## src/rtl/payment_controller_if.sv

```systemverilog
// Checkout payment bus: price/coin inputs, change dispenser
// handshake and transaction status back to the checkout logic.
interface payment_controller_if;
  logic       start;
  logic [4:0] price;
  logic       coinValid;
  logic [4:0] coinValue;
  logic       cancel;
  logic       changeReady;
  logic       busy;
  logic [4:0] inserted;
  logic [4:0] remaining;
  logic       coinReject;
  logic       changeValid;
  logic [4:0] changeCoin;
  logic       paidPulse;
  logic       cancelPulse;

  modport master (
    output start, price, coinValid, coinValue,
    output cancel, changeReady,
    input  busy, inserted, remaining, coinReject,
    input  changeValid, changeCoin, paidPulse, cancelPulse
  );

  modport slave (
    input  start, price, coinValid, coinValue,
    input  cancel, changeReady,
    output busy, inserted, remaining, coinReject,
    output changeValid, changeCoin, paidPulse, cancelPulse
  );
endinterface

```

## src/rtl/payment_controller.sv

```systemverilog
// Payment sequencer: latch price, collect coins, then pay out
// change one denomination at a time over ready/valid.
module payment_controller (
  input logic clk,
  input logic resetN,
  payment_controller_if.slave bus
);

  typedef enum logic [1:0] {
    IDLE,
    COLLECT,
    CHANGE,
    DONE
  } state_t;

  state_t     state, state_n;
  logic [4:0] price_q, price_n;
  logic [4:0] ins_q, ins_n;
  logic [4:0] amt_q, amt_n;
  logic       succ_q, succ_n;
  logic       rej_n;
  logic [5:0] sum;
  logic [4:0] coin_c;

  function automatic logic [4:0] denom(input logic [4:0] a);
    logic [4:0] d;
    d = 5'd0;
    unique case (1'b1)
      (a >= 5'd10):                d = 5'd10;
      (a >= 5'd5  && a < 5'd10):   d = 5'd5;
      (a >= 5'd2  && a < 5'd5):    d = 5'd2;
      (a == 5'd1):                 d = 5'd1;
      default:                     d = 5'd0;
    endcase
    return d;
  endfunction

  assign sum    = {1'b0, ins_q} + {1'b0, bus.coinValue};
  assign coin_c = denom(amt_q);

  always_comb begin
    state_n = state;
    price_n = price_q;
    ins_n   = ins_q;
    amt_n   = amt_q;
    succ_n  = succ_q;
    rej_n   = 1'b0;
    case (state)
      IDLE: begin
        rej_n = bus.coinValid;
        if (bus.start && bus.price != 5'd0) begin
          price_n = bus.price;
          ins_n   = 5'd0;
          state_n = COLLECT;
        end
      end
      COLLECT: begin
        if (bus.cancel) begin
          amt_n   = ins_q;
          succ_n  = 1'b0;
          rej_n   = bus.coinValid;
          state_n = CHANGE;
        end else if (bus.coinValid && bus.coinValue != 5'd0) begin
          if (sum[5]) begin
            rej_n = 1'b1;
          end else begin
            ins_n = sum[4:0];
            if (sum[4:0] >= price_q) begin
              amt_n   = sum[4:0] - price_q;
              succ_n  = 1'b1;
              state_n = CHANGE;
            end
          end
        end
      end
      CHANGE: begin
        rej_n = bus.coinValid;
        if (amt_q == 5'd0) begin
          state_n = DONE;
        end else if (bus.changeValid && bus.changeReady) begin
          amt_n = amt_q - coin_c;
          if (amt_n == 5'd0)
            state_n = DONE;
        end
      end
      DONE: begin
        rej_n   = bus.coinValid;
        ins_n   = 5'd0;
        state_n = IDLE;
      end
      default: state_n = IDLE;
    endcase
  end

  // Outputs are registered from next-state values so they line
  // up with the state they describe.
  always_ff @(posedge clk or negedge resetN) begin
    if (!resetN) begin
      state           <= IDLE;
      price_q         <= 5'd0;
      ins_q           <= 5'd0;
      amt_q           <= 5'd0;
      succ_q          <= 1'b0;
      bus.busy        <= 1'b0;
      bus.inserted    <= 5'd0;
      bus.remaining   <= 5'd0;
      bus.coinReject  <= 1'b0;
      bus.changeValid <= 1'b0;
      bus.changeCoin  <= 5'd0;
      bus.paidPulse   <= 1'b0;
      bus.cancelPulse <= 1'b0;
    end else begin
      state           <= state_n;
      price_q         <= price_n;
      ins_q           <= ins_n;
      amt_q           <= amt_n;
      succ_q          <= succ_n;
      bus.busy        <= (state_n != IDLE);
      bus.inserted    <= ins_n;
      bus.remaining   <= (state_n == COLLECT) ?
                         (price_n - ins_n) : 5'd0;
      bus.coinReject  <= rej_n;
      bus.changeValid <= (state_n == CHANGE) &&
                         (amt_n != 5'd0);
      bus.changeCoin  <= (state_n == CHANGE) ?
                         denom(amt_n) : 5'd0;
      bus.paidPulse   <= (state_n == DONE) && succ_n;
      bus.cancelPulse <= (state_n == DONE) && !succ_n;
    end
  end

endmodule

```

## src/flat_wrapper.sv

```systemverilog
// flat-port wrapper written by rule: the top's interface ports become plain ports
module payment_controller_flat 
  (clk, resetN, bus_start, bus_price, bus_coinValid, bus_coinValue, bus_cancel, bus_changeReady, bus_busy, bus_inserted, bus_remaining, bus_coinReject, bus_changeValid, bus_changeCoin, bus_paidPulse, bus_cancelPulse);
  payment_controller_if bus_i ();
  input logic clk;
  input logic resetN;
  input wire logic [$bits(bus_i.start)-1:0] bus_start;
  input wire logic [$bits(bus_i.price)-1:0] bus_price;
  input wire logic [$bits(bus_i.coinValid)-1:0] bus_coinValid;
  input wire logic [$bits(bus_i.coinValue)-1:0] bus_coinValue;
  input wire logic [$bits(bus_i.cancel)-1:0] bus_cancel;
  input wire logic [$bits(bus_i.changeReady)-1:0] bus_changeReady;
  output wire logic [$bits(bus_i.busy)-1:0] bus_busy;
  output wire logic [$bits(bus_i.inserted)-1:0] bus_inserted;
  output wire logic [$bits(bus_i.remaining)-1:0] bus_remaining;
  output wire logic [$bits(bus_i.coinReject)-1:0] bus_coinReject;
  output wire logic [$bits(bus_i.changeValid)-1:0] bus_changeValid;
  output wire logic [$bits(bus_i.changeCoin)-1:0] bus_changeCoin;
  output wire logic [$bits(bus_i.paidPulse)-1:0] bus_paidPulse;
  output wire logic [$bits(bus_i.cancelPulse)-1:0] bus_cancelPulse;
  assign bus_i.start = bus_start;
  assign bus_i.price = bus_price;
  assign bus_i.coinValid = bus_coinValid;
  assign bus_i.coinValue = bus_coinValue;
  assign bus_i.cancel = bus_cancel;
  assign bus_i.changeReady = bus_changeReady;
  assign bus_busy = bus_i.busy;
  assign bus_inserted = bus_i.inserted;
  assign bus_remaining = bus_i.remaining;
  assign bus_coinReject = bus_i.coinReject;
  assign bus_changeValid = bus_i.changeValid;
  assign bus_changeCoin = bus_i.changeCoin;
  assign bus_paidPulse = bus_i.paidPulse;
  assign bus_cancelPulse = bus_i.cancelPulse;
  payment_controller u_core (.clk(clk), .resetN(resetN), .bus(bus_i));
endmodule
```

## config.mk

```make
export PLATFORM = sky130hd
export DESIGN_NAME = payment_controller_flat
export DESIGN_NICKNAME = d
export VERILOG_FILES = /design/src/rtl/payment_controller_if.sv /design/src/rtl/payment_controller.sv /design/src/flat_wrapper.sv
export SDC_FILE = /design/constraint.sdc
export NUM_CORES = 1
export LEC_CHECK = 0
export ABC_AREA = 1
export ABC_CLOCK_PERIOD_IN_PS = 3550
export CELL_PAD_IN_SITES_DETAIL_PLACEMENT = 1
export CELL_PAD_IN_SITES_GLOBAL_PLACEMENT = 1
export CORE_ASPECT_RATIO = 1.75
export CORE_MARGIN = 1.5
export CORE_UTILIZATION = 40
export DETAILED_ROUTE_END_ITERATION = 8
export GPL_TIMING_DRIVEN = 0
export PLACE_DENSITY_LB_ADDON = 0.3
export SLEW_MARGIN = 20
export SYNTH_ARGS = -nofsm -noshare
export SYNTH_HDL_FRONTEND = slang
export SYNTH_SLANG_ARGS = --single-unit
```

## constraint.sdc

```tcl
create_clock -name clk -period 3.55 [get_ports clk]
set_input_delay 1.065 -clock clk [delete_from_list [all_inputs] [get_ports clk]]
set_output_delay 1.065 -clock clk [all_outputs]
set_load 0.01 [all_outputs]
```

-- Word level (Yosys, flattened, before mapping)
Cells that the tools add are included.
Widths: inputs -> output; s select.
- output and inout port bits: 20
- bits in writable memories: 0
- bits of input ports: 16
- register bits after elaboration: 33
- latch bits: 0
- word-level logic and storage cells: 90
- memory bits (read-only): 0
- memories kept: 0
- bitwise logic cells: 0
- multiplexer cells: 36
- $add $sub $neg: 4
- equality and inequality tests: 8
- div/mod/pow operators: 0
- reduce and logical (&&, ||, !) cells: 19
- multiply operators: 0
- shift operators: 0
- order comparisons: 11
- operators by type and width (cell ; count):
    $mux 5 ; 13
    $pmux 4 s4 ; 2
    $mux 2 ; 8
    $pmux 5 s3 ; 1
    $reduce_bool 5->1 ; 3
    $eq 5x1->1 const B ; 2
    $ge 5x2->1 const B ; 2
    $ge 5x3->1 const B ; 2
    $ge 5x4->1 const B ; 2
    $logic_and 1x1->1 ; 10
    $logic_not 5->1 ; 2
    $lt 5x3->1 const B ; 2
    $lt 5x4->1 const B ; 2
    $pmux 5 s2 ; 1
    $sub 5x5->5 ; 2
    $eq 2x2->1 const B ; 4
    $mux 1 ; 8
    $pmux 2 s4 ; 1
    $add 5x5->6 ; 1
    $ge 5x5->1 ; 1
    $sub 5x4->5 ; 1
    $eq 2x1->1 const B ; 2
    $mux 4 ; 1
    $reduce_or 3->1 ; 1
    other kinds (4) ; 4

-- Logic depth before layout (Yosys ltp)
Gate-level depths: netlist (run 1).
- depth in word-level cells: 11
- depth in mapped cells: 22
- depth with buffers taken out: 22

-- Worst setup path before layout (run 1)
Ideal clock, no wire load.
- path type: in2reg
- start: input bus_coinValue[2]
- end: register u_core.bus.remaining[4]
- buffers on the path: 0
- setup time: 0.123 ns
- arrival time: 3.581 ns
- data required time: 3.427 ns
- slack: -0.154 ns
- cell stages on the path: 20
- cell sequence: ha_1 nand2_2 nand2_2 nand2_2 nand2_2 nor2_4 nand3_2 nand2_1 o211ai_1 a22oi_1 ha_1 inv_1 fa_1 nand2_1 nand2_1 a21oi_1 xnor2_1 inv_1 nand2_1 a21oi_1
- elaborated cells between the ends (all ways): 16
- those cells by class: add/sub: 2; order compare: 1; eq/ne: 1; mux: 10; reduce/logical: 2
- RTL lines (element ; RTL line ; text):
    start, declared ; flat_wrapper.sv:10 ; input wire logic [$bits(bus_i.coinValue)-1:0] bus_coinValue;
    $add 5x5->6 or $reduce_bool 5->1 (tied branches) ; payment_controller.sv:38, payment_controller.sv:63 ;
    $mux 5 or $logic_and 1x1->1 (tied branches) ; payment_controller.sv:64, payment_controller.sv:63 ;
    $mux 5 (*) ; payment_controller.sv:63 ; end else if (bus.coinValid && bus.coinValue != 5'd0) begin
    $mux 5 (*) ; payment_controller.sv:58 ; if (bus.cancel) begin
    $pmux 5 s3 (*) ; payment_controller.sv:48 ; case (state)
    named net u_core.ins_n[0] ; payment_controller.sv:18 ; logic [4:0] ins_q, ins_n;
    $sub 5x5->5 (*) ; payment_controller.sv:121 ; (price_n - ins_n) : 5'd0;
    $mux 5 (*) ; payment_controller.sv:120 ; bus.remaining <= (state_n == COLLECT) ?
    end signal, assigned ; payment_controller.sv:120 ;
    end, declared ; payment_controller_if.sv:29 ; output busy, inserted, remaining, coinReject,
The timed path passes the listed nets; every way through them passes the cells marked *.

-- Final worst setup path (run 1)
- start: input bus_coinValue[0]
- end: register u_core.bus.changeCoin[0]
- longest elaborated chain between the ends: 11
- elaborated cells between the ends (all ways): 26
- those cells by class: add/sub: 2; order compare: 6; eq/ne: 2; mux: 12; reduce/logical: 4
- ends and longest elaborated chain (element ; RTL line ; text):
    $add 5x5->6 ; payment_controller.sv:38 ; assign sum = {1'b0, ins_q} + {1'b0, bus.coinValue};
    $sub 5x5->5 or $ge 5x5->1 (tied branches) ; payment_controller.sv:69, payment_controller.sv:68 ;
    $mux 5 ; payment_controller.sv:68 ; if (sum[4:0] >= price_q) begin
    $mux 5 ; payment_controller.sv:64 ; if (sum[5]) begin
    $mux 5 ; payment_controller.sv:63 ;
    $mux 5 ; payment_controller.sv:58 ;
    $pmux 5 s2 ; payment_controller.sv:48 ;
    $ge 5x2->1 (tied with other cells) ; payment_controller.sv:31 ; (a >= 5'd2 && a < 5'd5): d = 5'd2;
    $logic_and 1x1->1 (on tied branches) ; payment_controller.sv:31, payment_controller.sv:30 ;
    $pmux 4 s4 ; payment_controller.sv:28 ; unique case (1'b1)
    $mux 4 (*) ; payment_controller.sv:125 ; bus.changeCoin <= (state_n == CHANGE) ?
    end signal, assigned ; payment_controller.sv:125 ;
    end, declared ; payment_controller_if.sv:30 ; output changeValid, changeCoin, paidPulse, cancelPulse
Mark *: on every way between the ends. The rest lies on a longest branch, timed or not.

==> metrics.txt, run 1 <==
status finished with violations; failing checks negative setup slack; root buffer cell clkbuf_8; final worst slack -0.0381 ns; Post-route DRC 0; n_diodes 0; drt first pass iters 6; Worst EP required 3.74 ns; FFs w/ async S/R, synth 100%; EDFF count, synth 0; RSZ-0062 raised after global routing yes; Num Clock Sinks 32; filler instances 796; fin area roughly 3600 um2; Post-CTS Hold Fix Bufs 0; WL/cell 18.2 um; Non-Filler Instances 504; clock slew at reported path FFs 0.08 ns; first-pass GRT wire length 13.4 mm; cells after synthesis 357; met2 Resource Use GR 51.6%; Avg Vias per Cell around 5.4; Hold EP u_core.succ_q; most common cell after layout, fill and taps aside nand2_1; die area 7050 um2; post-synth net total 400; initial core utilization 41.7%; Nets roughly 470; max_cap viols 0; Reg2Reg Setup Slack 0.32 ns; Area growth syn-to-layout 39.3%; Ys Warns 0; chip height 110 um; GR Util All Layers 25.1%; post-synth cell types 37; total gr overflow 0; final setup fails 4; Cell Area, Synth 2620 um2; Main synth FF type dfrtp_1; DRT antenna net count 0; crit-path max cell delay 0.41 ns; TritonCTS clock tree done; Final period util 101%; CP endpoint kind flop; placed cell area around 3100 um2; deepest clock path buffer count 2; final wirelength between 9 and 10 mm; final hold vios 0; Final Util 58.1%; die width 64.1 um; Slew Viols, Final 0; I/O pins 36; Critical Path AT 3.78 ns; H-Tree Depth 2; via count of the routed design ~2700; std cell rows 38; Setup CP Type in2reg; most frequent cells in the layout 62 x nand2_1, 57 x inv_1, 32 x dfrtp_1, 27 x clkdlybuf4s50_1; busiest grt layer met2; Detailed Place HPWL 6.17 mm; final clock skew 0.00684 ns; worst reg-to-reg path cell count 19; share of layout cells above drive strength 1 28.8%; DRT iter0 DRCs ~120; total negative setup slack -0.0905 ns; grt met3 use between 2 and 2.5%; met1 Usage GRT 23.5%; dpl cells 471; crit path time final 3.59 ns; antenna violations before repair 0; min-delay src u_core.succ_q; vias in the first global route 2848; IO Port Bufs 33; pin count of the biggest net entering global routing 18; Seq cells post-synth 32; Clk Latency, worst-skew pair just under 0.3 ns; Critical Path Start Type input port; Worst path slowest cell fa_2; Reg2Reg Capture Point u_core.bus.changeCoin[0]; Core ar. 6280 um2; Avg Synthesized Cell Area 7.33 um2; CP Cell Sequence buf_8 -> ha_4 -> fa_2 -> xor2_2 -> ha_4 -> a21oi_1 -> nand2_1 -> nand2_1 -> nand2_2 -> buf_4 -> nand4_1 -> nand3_1 -> nand2_1 -> nand2_1 -> nand2_2 -> nand2_4 -> nand2_1 -> nand2_1 -> nand2_2 -> nand2_1; Hold Path Depth 4; maximum fanout along the worst path 6; most repeated library cell on the critical path nand2_1; path type of the worst min-delay path reg2reg; register area share after synthesis a little under a third; reg2reg start u_core.bus.inserted[0]; Max Freq between 200 and 300 MHz; TritonCTS Buffers 5; routability congestion estimate 0.876
per-layer routing:
layer / routed length, um / vias up
met2: 5220 / 77
met3: 206 / 39
met5: 0 / -
li1: - / 1277
met1: 3200 / 1324
met4: 539 / 0
worst max-delay path: cells and delay by family:
kind                       cells  cell delay [ns]
and+or+nand+nor               13             1.08
adders and majority gates      3             0.85
xor gates and xnor gates       1             0.28
buffers and inverters          2             0.27
AOI/OAI and AO/OA              1             0.24
how the worst max path moves through the flow:
| stage | from | to | slack, ns | depth (start not counted) |
|---|---|---|---|---|
| 2_1_floorplan | bus_coinValue[4] | u_core.bus.remaining[4] | 0.01 | 20 |
| 4_1_cts | bus_price[3] | u_core.bus.remaining[4] | 0.001 | 18 |
| 6_report | bus_coinValue[0] | u_core.bus.changeCoin[0] | -0.04 | 20 |
| 3_5_place_dp | bus_coinValue[0] | u_core.bus.changeCoin[0] | -0.89 | 21 |
| 3_3_place_gp | bus_coinValue[0] | u_core.bus.changeCoin[0] | -0.77 | 21 |
| 5_1_grt | bus_coinValue[0] | u_core.bus.changeCoin[0] | -0.18 | 20 |
kinds of logic (layout without fill, tap and decap cells):
family          Yosys count  count (layout)  share of synthesized area (%)
buf+inv                  69             136                           10.2
compound gates           61              61                           14.1
xor+xnor                  6               6                           2.01
other cells               1               1                          0.143
simple gates            161             161                           28.9
fa+ha+maj                27              27                           14.1
flops                    32              32                           30.6
final cells by class:
cell class                 instances  area, um2  area share, %
buffer                             3       16.3          0.446
clock buffer                       7       86.3           2.37
clock inverter                     1       7.51          0.206
inverter                          66        253           6.94
multi-input combinational        256       1850           50.8
sequential                        32        801           22.0
tap                               80        100           2.75
timing repair buffer              59        529           14.5
sequential cells by signal (all words and copies together) (netlist names), 2 cells and up:
| signal | cells |
|---|---|
| u_core.bus.inserted | 5 |
| u_core.amt_q | 5 |
| u_core.bus.changeCoin | 4 |
| u_core.price_q | 5 |
| u_core.bus.remaining | 5 |
| u_core.state | 2 |
per-stage QoR:
step                hold slack (ns)  worst slack [ns]
finish                        0.637           -0.0381
global placement              0.539            -0.768
detailed placement            0.604            -0.892
global route                  0.674            -0.185
CTS                           0.617          0.000997
floorplan                     0.515            0.0118
Yosys cell counts, types with 2 or more instances:
library cell,count,area [um2]
inv_2,4,15.0
a21oi_4,2,32.5
dfrtp_1,32,801
a22oi_1,4,30.0
a31oi_1,5,31.3
nor3_1,3,15.0
nor2_4,2,22.5
a21oi_1,29,145
fa_1,4,80.1
o21ai_0,9,45.0
ha_1,23,288
inv_1,60,225
o21a_1,3,22.5
xnor2_1,5,43.8
o21ai_1,3,15.0
nand2_2,8,50.1
nand4_1,5,31.3
a21o_1,2,15.0
nor2_1,26,97.6
nand2_1,86,323
nand3b_1,4,30.0
nand3_2,2,20.0
o211ai_1,3,22.5
nand3_1,20,100
timing repair:
| action | in CTS | in global routing |
|---|---|---|
| setup buffers | 13 | 12 |
| gates resized for setup | 36 | 49 |
| endpoints found under the hold margin | 0 | 0 |
| pin swaps | 23 | 34 |
| endpoints found under the setup margin | 20 | 12 |
Power of run 1 is left out: the tool's default activity adds up to more than one toggle a clock period on the data nets, which glitch-free logic cannot reach.
==> run 2: changes to the inputs <==
--- a/config.mk
+++ b/config.mk
@@ -10,7 +10,6 @@
 export CELL_PAD_IN_SITES_DETAIL_PLACEMENT = 1
 export CELL_PAD_IN_SITES_GLOBAL_PLACEMENT = 1
 export CORE_ASPECT_RATIO = 1.75
-export CORE_MARGIN = 1.5
 export CORE_UTILIZATION = 40
 export DETAILED_ROUTE_END_ITERATION = 8
 export GPL_TIMING_DRIVEN = 0
==> run 2 against run 1 <==
Effect of this change:
- the run now ends clean
- clock skew is 0.0043 ns higher
- setup slack improved by 0.072 ns
- first-iteration DRC count increased by 23%
- final area up 0.65%
- global-route usage decreased by 0.11 points
- cell count is the same
- core utilization is 0.38 points higher
- flip-flop and latch count unchanged
- highest routed layer unchanged
==> metrics.txt, run 2 (synthesized netlist as in run 1, its figures left out) <==
status finished, final reports clean (was finished with violations); clock slew at reported path FFs 0.08 ns (about the same); IO Port Bufs 33 (unchanged); Hold Path Depth 4 (unchanged); total gr overflow 0 (unchanged); Clk Latency, worst-skew pair 0.30 ns (was 0.29 ns); Avg Vias per Cell 5.32 (was 5.39); final clock skew 0.0112 ns (was 0.00684 ns); Critical Path Start Type input port (unchanged); Reg2Reg Setup Slack 0.43 ns (was 0.32 ns); Num Clock Sinks 32 (unchanged); drt first pass iters 4 (was 6); filler instances 781 (was 796); GR Util All Layers 25.0% (was 25.1%); chip height 109 um (was 110 um); final setup fails 0 (was 4); first-pass GRT wire length 12.9 mm (was 13.4 mm); RSZ-0062 raised after global routing yes (unchanged); busiest grt layer met2 (unchanged); pin count of the biggest net entering global routing 19 (was 18); Setup CP Type in2reg (unchanged); DRT iter0 DRCs 145 (was 118); initial core utilization 41.7% (unchanged); Critical Path AT 3.76 ns (was 3.78 ns); most common cell after layout, fill and taps aside nand2_1 (unchanged); path type of the worst min-delay path reg2reg (unchanged); root buffer cell clkbuf_8 (unchanged); n_diodes 0 (unchanged); Worst path slowest cell fa_2 (unchanged); final hold vios 0 (unchanged); share of layout cells above drive strength 1 29.7% (was 28.8%); CP Cell Sequence buf_2 -> ha_4 -> fa_2 -> nand3_2 -> nand2_2 -> xnor2_2 -> inv_2 -> ha_4 -> nand2_4 -> nor2_4 -> nor2_2 -> nand2_4 -> nand3_4 -> nand2_2 -> nand2_2 -> nand3_4 -> nand2_4 -> nor2_4 -> nand2_2 -> a21oi_2 -> nand2_1 -> nand2_1 (was buf_8 -> ha_4 -> fa_2 -> xor2_2 -> ha_4 -> a21oi_1 -> nand2_1 -> nand2_1 -> nand2_2 -> buf_4 -> nand4_1 -> nand3_1 -> nand2_1 -> nand2_1 -> nand2_2 -> nand2_4 -> nand2_1 -> nand2_1 -> nand2_2 -> nand2_1); most repeated library cell on the critical path nand2_2 (was nand2_1); routability congestion estimate 0.864 (was 0.876); crit-path max cell delay 0.39 ns (was 0.41 ns); TritonCTS Buffers 5 (unchanged); Worst-Margin Slew 0.537 ns; maximum fanout along the worst path 7 (was 6); die area 6880 um2 (was 7050 um2); Post-CTS Hold Fix Bufs 0 (unchanged); crit path time final 3.52 ns (was 3.59 ns); Post-route DRC 0 (unchanged); hold slack 0.620 ns (was 0.637 ns); Reg2Reg Capture Point u_core.bus.remaining[4] (was u_core.bus.changeCoin[0]); Core ar. 6280 um2 (unchanged); DRT antenna net count 0 (unchanged); met1 Usage GRT 23.2% (was 23.5%); Slew HR 64.2%; WL/cell 17.7 um (was 18.2 um); Final period util 99.0% (was 101%); CP endpoint kind flop (unchanged); vias in the first global route 2710 (was 2848); met2 Resource Use GR 49.4% (was 51.6%); grt met3 use 2.93% (was 2.23%); deepest clock path buffer count 2 (unchanged); H-Tree Depth 2 (unchanged); worst reg-to-reg path cell count 20 (was 19); Worst EP required 3.80 ns (was 3.74 ns); Max Freq 284 MHz (was 279 MHz); Area growth syn-to-layout 40.2% (was 39.3%); Detailed Place HPWL 6.27 mm (was 6.17 mm); antenna violations before repair 0 (unchanged); most frequent cells in the layout 63 x nand2_1, 56 x inv_1, 32 x dfrtp_1, 27 x clkdlybuf4s50_1, 26 x buf_4 (was 62 x nand2_1, 57 x inv_1, 32 x dfrtp_1, 27 x clkdlybuf4s50_1); min-delay src u_core.succ_q (unchanged); I/O pins 36 (unchanged); die width 63.1 um (was 64.1 um); final wirelength 8.90 mm (was 9.16 mm); Hold EP u_core.succ_q (unchanged); reg2reg start u_core.bus.inserted[3] (was u_core.bus.inserted[0]); Slew Viols, Final 0 (unchanged); max_cap viols 0 (unchanged); Nets 466 (unchanged); TritonCTS clock tree done (unchanged); std cell rows 38 (unchanged); via count of the routed design 2682 (was 2717)
==> run 2: cell types whose count changed in the layout (fill, tap and decap cells not counted), moves of 2 or more <==
cell / delta
inv_2: +2
a22oi_1: -2
xnor2_1: +2
a21oi_2: +2
ha_4: +3
a21oi_1: -2
ha_1: -3
a22oi_2: +2
xnor2_2: -2
==> run 2: worst max-delay path, delay by kind of cell <==
kind | cells | cell delay [ns]
AOI/OAI and AO/OA | 1 | 0.12
xor gates and xnor gates | 1 | 0.16
adders and majority gates | 3 | 0.84
buffers and inverters | 2 | 0.20
and+or+nand+nor | 15 | 1.35
==> run 2: metrics by stage <==
stage	area [um2]	std cells	setup WS (ns)	setup TNS, ns	utilization (%)
floorplan	2670	357	0.0118	0	-
global placement	3100	470	-0.758	-11.20	49.5
detailed placement	3130	471	-0.855	-12.95	49.8
CTS	3380	488	0.00189	0	53.9
global route	3670	504	-0.123	-0.487	58.4
finish	3670	504	0.0340	0	58.4
==> run 2: repair_timing <==
item                       in CTS  in global routing
pin swaps                      17                 47
setup endpoints to repair      20                 13
setup buffers                   9                 16
resized for setup              28                 53
==> run 2: how the worst max path moves through the flow <==
stage / startpoint / to / slack, ns / cells past startpoint
4_1_cts: bus_coinValue[4] / u_core.bus.remaining[4] / 0.002 / 21
5_1_grt: bus_price[2] / u_core.bus.remaining[4] / -0.12 / 18
3_5_place_dp: bus_coinValue[0] / u_core.bus.changeValid / -0.86 / 21
6_report: bus_coinValue[0] / u_core.bus.changeCoin[1] / 0.03 / 22
2_1_floorplan: bus_coinValue[4] / u_core.bus.remaining[4] / 0.01 / 20
3_3_place_gp: bus_coinValue[0] / u_core.bus.changeCoin[0] / -0.76 / 21
==> run 2: layer usage <==
layer / wire [um] / share of wire [%]
met4: 581 / 6.5
met2: 5090 / 57
met1: 3020 / 34
met3: 208 / 2.3
met5: 0 / 0
==> run 2: area by class of cell <==
type                       count  area [um2]  area share (%)
clock buffer                   5        68.8            1.88
clock inverter                 3        42.5            1.16
buffer                         3        16.3           0.444
timing repair buffer          59         515            14.1
tap                           80         100            2.73
sequential                    32         801            21.8
multi-input combinational    256        1870            51.1
inverter                      66         250            6.82
Power of run 2 is left out for the same reason.
